--- src/rtl/riscv_pkg.sv ---
// Shared RISC-V privilege, CSR address and LCOFI definitions for the CSR slice.
package riscv_pkg;

  localparam logic [1:0] PRIV_LVL_U = 2'b00;
  localparam logic [1:0] PRIV_LVL_S = 2'b01;
  localparam logic [1:0] PRIV_LVL_M = 2'b11;

  localparam logic [11:0] CSR_SIP          = 12'h144;
  localparam logic [11:0] CSR_MIP          = 12'h344;
  localparam logic [11:0] CSR_HPM_OVF_COAL = 12'h7C0;
  localparam logic [11:0] CSR_SCOUNTOVF    = 12'hDA0;

  localparam int unsigned LCOFI_BIT = 13;

  typedef enum logic {
    IDLE = 1'b0,
    PEND = 1'b1
  } hpm_ovf_state_t;

endpackage

--- src/rtl/hpm_ovf_irq.sv ---
// Sscofpmf local-counter-overflow interrupt controller: LCOFIP state, scountovf
// read port and a saturating coalesced-overflow counter at CSR 0x7C0.
module hpm_ovf_irq
  import riscv_pkg::*;
#(
  parameter int unsigned CSR_ADDR_WIDTH   = 12,
  parameter int unsigned XLEN             = 64,
  parameter int unsigned HPM_NUM_COUNTERS = 29,
  parameter int unsigned COAL_CNT_WIDTH   = 8
) (
  input  logic                          clk_i,
  input  logic                          rst_i,
  input  logic [CSR_ADDR_WIDTH-1:0]     addr_i,
  input  logic                          we_i,
  input  logic [XLEN-1:0]               data_i,
  output logic [XLEN-1:0]               data_o,
  output logic                          illegal_o,
  input  logic [1:0]                    priv_lvl_i,
  input  logic                          count_ovf_int_req_i,
  input  logic [HPM_NUM_COUNTERS+2:3]   mhpm_ovf_bits_i,
  input  logic [31:0]                   mcounteren_i,
  input  logic                          mie_lcofie_i,
  input  logic                          mideleg_lcofi_i,
  output logic                          lcofip_o,
  output logic                          irq_o,
  output logic                          irq_s_o
);

  localparam int unsigned OVF_VEC_W = 32;

  if (XLEN != 64) begin : g_xlen_chk
    $error("hpm_ovf_irq: only XLEN=64 is supported");
  end
  if (HPM_NUM_COUNTERS > 29) begin : g_hpm_chk
    $error("hpm_ovf_irq: HPM_NUM_COUNTERS must not exceed 29");
  end

  hpm_ovf_state_t            state_q;
  logic [COAL_CNT_WIDTH-1:0] coal_q;
  logic                      irq_q;
  logic                      irq_s_q;

  logic                      is_mip;
  logic                      is_sip;
  logic                      is_coal;
  logic                      is_scountovf;
  logic                      priv_m;
  logic                      priv_s;
  logic                      sw_wr;
  logic                      sw_bit;
  logic                      set_req;
  logic                      clr_req;
  logic                      coal_clr;
  logic                      coal_sat;
  logic [OVF_VEC_W-1:0]      ovf_vec;

  // Address / privilege decode shared by the write and read paths
  always_comb begin
    is_mip       = (addr_i == CSR_ADDR_WIDTH'(CSR_MIP));
    is_sip       = (addr_i == CSR_ADDR_WIDTH'(CSR_SIP));
    is_coal      = (addr_i == CSR_ADDR_WIDTH'(CSR_HPM_OVF_COAL));
    is_scountovf = (addr_i == CSR_ADDR_WIDTH'(CSR_SCOUNTOVF));
    priv_m       = (priv_lvl_i == PRIV_LVL_M);
    priv_s       = (priv_lvl_i == PRIV_LVL_S);
  end

  // Software LCOFIP writes: sip only reaches bit 13 when LCOFI is delegated
  always_comb begin
    sw_wr    = we_i && ((is_mip && priv_m) ||
                        (is_sip && (priv_m || priv_s) && mideleg_lcofi_i));
    sw_bit   = data_i[LCOFI_BIT];
    set_req  = count_ovf_int_req_i || (sw_wr && sw_bit);
    clr_req  = sw_wr && !sw_bit;
    coal_clr = we_i && is_coal && priv_m;
    coal_sat = &coal_q;
  end

  // LCOFIP FSM; irq outputs follow the next state so they rise with lcofip_o
  always_ff @(posedge clk_i) begin
    if (rst_i) begin
      state_q <= IDLE;
      irq_q   <= 1'b0;
      irq_s_q <= 1'b0;
    end else begin
      case (state_q)
        IDLE: begin
          state_q <= set_req ? PEND : IDLE;
          irq_q   <= set_req && mie_lcofie_i;
          irq_s_q <= set_req && mie_lcofie_i && mideleg_lcofi_i;
        end
        PEND: begin
          // An overflow pulse beats a simultaneous software clear
          state_q <= (count_ovf_int_req_i || !clr_req) ? PEND : IDLE;
          irq_q   <= (count_ovf_int_req_i || !clr_req) && mie_lcofie_i;
          irq_s_q <= (count_ovf_int_req_i || !clr_req) && mie_lcofie_i
                     && mideleg_lcofi_i;
        end
        default: begin
          state_q <= IDLE;
          irq_q   <= 1'b0;
          irq_s_q <= 1'b0;
        end
      endcase
    end
  end

  // Coalesced-overflow counter: software clear dominates a same-cycle increment
  always_ff @(posedge clk_i) begin
    if (rst_i) begin
      coal_q <= '0;
    end else if (coal_clr) begin
      coal_q <= '0;
    end else if (count_ovf_int_req_i && (state_q == PEND) && !coal_sat) begin
      coal_q <= coal_q + COAL_CNT_WIDTH'(1);
    end
  end

  always_comb begin
    ovf_vec = '0;
    ovf_vec[HPM_NUM_COUNTERS+2:3] = mhpm_ovf_bits_i;
  end

  // CSR read mux and privilege checks, side-effect free
  always_comb begin
    data_o    = '0;
    illegal_o = 1'b0;
    if (is_scountovf) begin
      if (we_i || !(priv_m || priv_s)) begin
        illegal_o = 1'b1;
      end else if (priv_m) begin
        data_o = XLEN'(ovf_vec);
      end else begin
        data_o = XLEN'(ovf_vec & mcounteren_i);
      end
    end else if (is_coal) begin
      if (!priv_m) begin
        illegal_o = 1'b1;
      end else begin
        data_o = XLEN'(coal_q);
      end
    end
  end

  assign lcofip_o = (state_q == PEND);
  assign irq_o    = irq_q;
  assign irq_s_o  = irq_s_q;

  // Only bit 13 of write data is meaningful to this block
  logic unused_data;
  assign unused_data = ^{data_i[XLEN-1:LCOFI_BIT+1], data_i[LCOFI_BIT-1:0]};

endmodule

--- config.mk ---
export PLATFORM = sky130hd
export DESIGN_NAME = hpm_ovf_irq
export DESIGN_NICKNAME = d
export VERILOG_FILES = /design/src/rtl/riscv_pkg.sv /design/src/rtl/hpm_ovf_irq.sv
export SDC_FILE = /design/constraint.sdc
export NUM_CORES = 1
export LEC_CHECK = 0
export ABC_CLOCK_PERIOD_IN_PS = 1700
export BUFFER_PORTS_ARGS = -buffer_cell sky130_fd_sc_hd__buf_2
export CAP_MARGIN = 10
export CORE_AREA = 5 5 80 82
export DETAILED_ROUTE_END_ITERATION = 8
export DIE_AREA = 0 0 85 87
export GPL_TIMING_DRIVEN = 0
export PLACE_DENSITY = 0.71
export SLEW_MARGIN = 40
export SYNTH_ARGS = -nofsm -noshare
export SYNTH_HDL_FRONTEND = slang
export SYNTH_SLANG_ARGS = --single-unit
--- constraint.sdc ---
create_clock -name clk_i -period 1.7 [get_ports clk_i]
set_clock_uncertainty 0.1 [all_clocks]
set_input_delay 0 -clock clk_i [delete_from_list [all_inputs] [get_ports clk_i]]
set_output_delay 0 -clock clk_i [all_outputs]
set_load 0.02 [all_outputs]
-- Word level (Yosys, flattened, before mapping)
Cells that the tools add are included.
- add/sub/neg operators: 1
- equality and inequality tests: 6
- mux-type cells: 14
- bitwise gates (word level): 2
- reduce and logical (&&, ||, !) cells: 25
- operator list (operator ; number):
    32-bit 2-to-1 mux ; 2
    64-bit 2-to-1 mux ; 1
    32-bit bitwise AND ; 1
    8-bit 2-to-1 mux ; 2
    1-bit logical AND ; 14
    12-bit by 10-bit == test with 1-bit output, second input constant ; 1
    12-bit by 11-bit == test with 1-bit output, second input constant ; 1
    12-bit == test, second input constant ; 1
    12-bit by 9-bit == test with 1-bit output, second input constant ; 1
    8-bit by 1-bit adder with 8-bit output, second input constant ; 1
    8-bit AND reduction ; 1
    1-bit 2-to-1 mux ; 6
    1-bit case mux with 2 select lines ; 3
    1-bit logical OR ; 5
    1-bit logical NOT ; 4
    2-bit by 1-bit == test with 1-bit output, second input constant ; 1
    2-bit == test, second input constant ; 1
    2-bit OR reduction ; 1
    1-bit inverter ; 1
- register bits: 11
- input port bits: 145
- output and inout port bits: 68
- logic and storage cells: 52

-- Depth between registers and ports, before layout
- depth after elaboration: 12
- gate-level depth with buffers: 6
- depth with buffers taken out: 5

-- Worst setup path after synthesis
OpenSTA, ideal clock, no wires.
- path kind: input -> output
- start: input addr_i[1]
- end: output data_o[21]
- arrival: 1.624 ns
- data required time: 1.600 ns
- path slack: -0.024 ns
- stages: 6
- buffers on the path: 2
- path through: or4b_4 nor3_2 or3b_1 buf_6 buf_6 nor2_1
- word-level cells in the longest chain between the ends: 2
- ends and longest elaborated chain (element ; line ; source):
    start, declared ; hpm_ovf_irq.sv:13 ; input logic [CSR_ADDR_WIDTH-1:0] addr_i,
    12-bit == test ; hpm_ovf_irq.sv:62 ; is_scountovf = (addr_i == CSR_ADDR_WIDTH'(CSR_SCOUNTOVF));
    64-bit 2-to-1 mux ; hpm_ovf_irq.sv:127 ; if (is_scountovf) begin
    end, declared ; hpm_ovf_irq.sv:16 ; output logic [XLEN-1:0] data_o,
No other way between the ends.

-- Final worst setup path
- start: input addr_i[1]
- end: output data_o[19]
The elaborated chain is that of the path after synthesis.

==> metrics.md <==
| Metric | Value |
|---|---|
| IO buf count | `114` |
| Top_reg_cell synth | `dfxtp_1` |
| Via count | `1743` |
| Max Cap Violations | `0` |
| Max Buffers Root-to-Sink | `2` |
| Chip Width | `85 µm` |
| DR pass1 iterations | `4` |
| Grt total ovfl | `0` |
| Max Fclk | `537 MHz` |
| Remaining DRCs | `0` |
| CTS tree | `built` |
| DIE AREA | `0.00740 mm²` |
| Starting density of the core | `21.4%` |
| DP Area | `0.00199 mm²` |
| Worst Hold Margin | `105 ps` |
| Clk pin slew, worst setup/hold paths | `50 ps` |
| Initial antenna violation count | `0` |
| Clock Tree Root | `clkbuf_8` |
| LEAKAGE | `0.00123 µW` |
| RSZ-0062 raised after global routing | `yes` |
| Rows | `28` |
| Power Dens Cells | `342 mW/mm²` |
| Finished layout cell area | `0.00254 mm²` |
| Fillers | `558` |
| Crit-path cells | `buf_6, or4b_4, nor3_4, or3b_4, buf_4, buf_6, nor2_1, buf_4` |
| Num CTS Buffers | `3` |
| Min Tclk post-route | `1860 ps` |
| Synth cell types | `38` |
| Critical path type | `primary input to output pin` |
| Grt met3 use | `4.54%` |
| Io pins | `213` |
| Crit path DAT | `1760 ps` |
| Routed wire length | `5.24 mm` |
| First-pass GRT wire length | `7.75 mm` |
| Drt wl/cell | `12.7 µm` |
| Vias per inst | `4.21` |
| Final hold violation count | `0` |
| Yosys reg bits | `11` |
| Crit path required time | `1600 ps` |
| Final setup vio count | `25` |
| Core ar. | `0.00568 mm²` |
| Crit-path max FO | `5` |
| Met2 GRT Util | `23.2%` |
| # clock sinks | `11` |
| Worst path slowest cell | `or4b_4` |
| Post-synth ARST share | `0%` |
| Layout Area Growth over Synthesis | `109%` |
| EDFF count, synth | `0` |
| Synth warnings | `0` |
| Layout cells sized above 1 | `56.3%` |
| Slew Viols, Final | `0` |
| Peak VDD IR | `0.000334 V` |
| Gpl congestion | `0.840` |
| CTS H-tree lvls | `1` |
| CP startpoint | `addr_i[1]` |
| Vias in the first global route | `1707` |
| CP Capture Type | `output pin` |
| Die height | `87 µm` |
| Final period util | `109%` |
| Worst reg2reg path startpoint | `coal_q[0]` |
| Hold Crit Start | `data_i[13]` |
| GRT Total Usage | `12.6%` |
| Cells after synthesis | `177` |
| Max incr delay on CP | `560 ps` |
| Clock latency on the worst-skew pair | `250 ps` |
| Register area share after synthesis | `18.1%` |
| Global routing's busiest layer | `met2` |
| Hold Path Class | `primary input to register` |
| Failing checks | `setup timing` |
| Final net count | `486` |
| HPWL after detailed placement | `4.01 mm` |
| Power consumption | `868 µW` |
| Syn Std Cell Area | `0.00121 mm²` |
| Largest net degree at the start of global routing | `11` |
| PnR worst setup slack | `-161 ps` |
| Met1 GRT Util | `13.1%` |
| Antenna Nets Post-Route | `0` |
| DRT iter0 DRCs | `43` |
| Crit path launch type | `primary input` |
| Syn avg cell area | `6.86 µm²` |
| Status | `complete, but fails checks` |
| N_diodes | `0` |
registers in the layout, indices dropped and copies added (netlist names):
| signal | count |
|---|---|
| irq_o | 1 |
| lcofip_o | 1 |
| irq_s_o | 1 |
| coal_q | 8 |
worst max-delay path, delay by kind of cell:
| kind | cells | cell delay [ps] |
|---|---|---|
| and+or+nand+nor | 4 | 1230 |
| buffers and inverters | 4 | 540 |
final cells by class:
type                            count  area, µm²  area share (%)
Multi-Input combinational cell    154       1030            40.7
Timing Repair Buffer              129        850            33.4
Clock buffer                        4       45.0            1.77
Tap cell                           75       93.8            3.69
Buffer                             37        282            11.1
Inverter                            4       15.0           0.591
Sequential cell                    11        223            8.76
cells in the mapped netlist, drive strengths merged, types with 2 or more instances:
cell type	count	share of area, %
nand4bb	2	1.9
nor3	5	2.5
and2	3	1.5
nand3	4	1.6
nand4	3	1.5
a21oi	4	1.6
nor2	35	11
inv	4	1.2
dfxtp	11	18
mux2i	4	3.3
o2bb2ai	5	3.6
o21ai	30	12
or4	2	1.2
nor3b	2	1.2
nand2	6	1.9
buf	34	22
clkbuf	5	1.5
cells by family after synthesis:
family                     Yosys count  share of synthesized area [%]
and+or+nand+nor                     67                           27.6
AOI/OAI and AO/OA                   48                           23.7
buffers and inverters               43                           24.4
DFF                                 11                           18.1
muxes                                4                           3.30
xor gates and xnor gates             2                           1.44
adders and majority gates            1                           1.03
other                                1                          0.309
what timing repair did:
action	in CTS	in global routing
pin swaps	16	3
setup endpoints to repair	38	37
hold buffers	4	0
setup buffers	8	3
gates resized for setup	72	33
endpoints found under the hold margin	4	0
gates cloned	1	0
cells in the final DEF (no fill, tap or decap), types with 2 or more instances in the layout:
master | synthesis | final
or4_1 | 2 | 2
buf_6 | 2 | 21
nand4_1 | 3 | 3
nand2_1 | 6 | 6
buf_8 | 0 | 2
clkbuf_1 | 5 | 4
dfxtp_1 | 11 | 9
clkbuf_8 | 0 | 3
nor2_4 | 0 | 11
dlygate4sd3_1 | 0 | 4
nor2_1 | 35 | 21
and2_1 | 3 | 2
buf_4 | 32 | 53
dfxtp_2 | 0 | 2
a21oi_1 | 4 | 4
nor3b_1 | 2 | 2
buf_2 | 0 | 83
nor2_2 | 0 | 3
conb_1 | 1 | 32
o2bb2ai_4 | 0 | 5
o21ai_0 | 29 | 29
nand4bb_1 | 2 | 2
nor3_1 | 4 | 4
nand3_1 | 4 | 4
inv_1 | 4 | 4
mux2i_1 | 4 | 4
path summary, 6_finish.rpt:
| check | endpoint | slack, ps | cells past startpoint |
|---|---|---|---|
| hold / removal | lcofip_o | 110 | 4 |
| setup reg to reg | coal_q[5] | 50 | 5 |
| hold reg to reg | coal_q[0] | 450 | 2 |
| setup / recovery | data_o[19] | -160 | 8 |
stage by stage:
stage               setup TNS, ps  utilization [%]  instances  worst slack, ps
detailed placement          -5770             35.1        397             -258
finish                      -3320             44.8        414             -161
CTS                         -3750             42.3        413             -155
global placement            -5880             35.1        397             -265
global route                -4680             44.8        414             -224
floorplan                    -240                -        208            -24.0
metal layers:
layer | vias up | share of wire [%]
met5 | - | 0
met2 | 99 | 50
met3 | 7 | 13
met1 | 752 | 35
met4 | 0 | 1.4
li1 | 885 | -
power by group:
group,internal (µW),switching [µW]
Combinational,151,169
Clock,166,111
Sequential,265,5.88
Total,582,286
(Power assumes the default switching activity.)
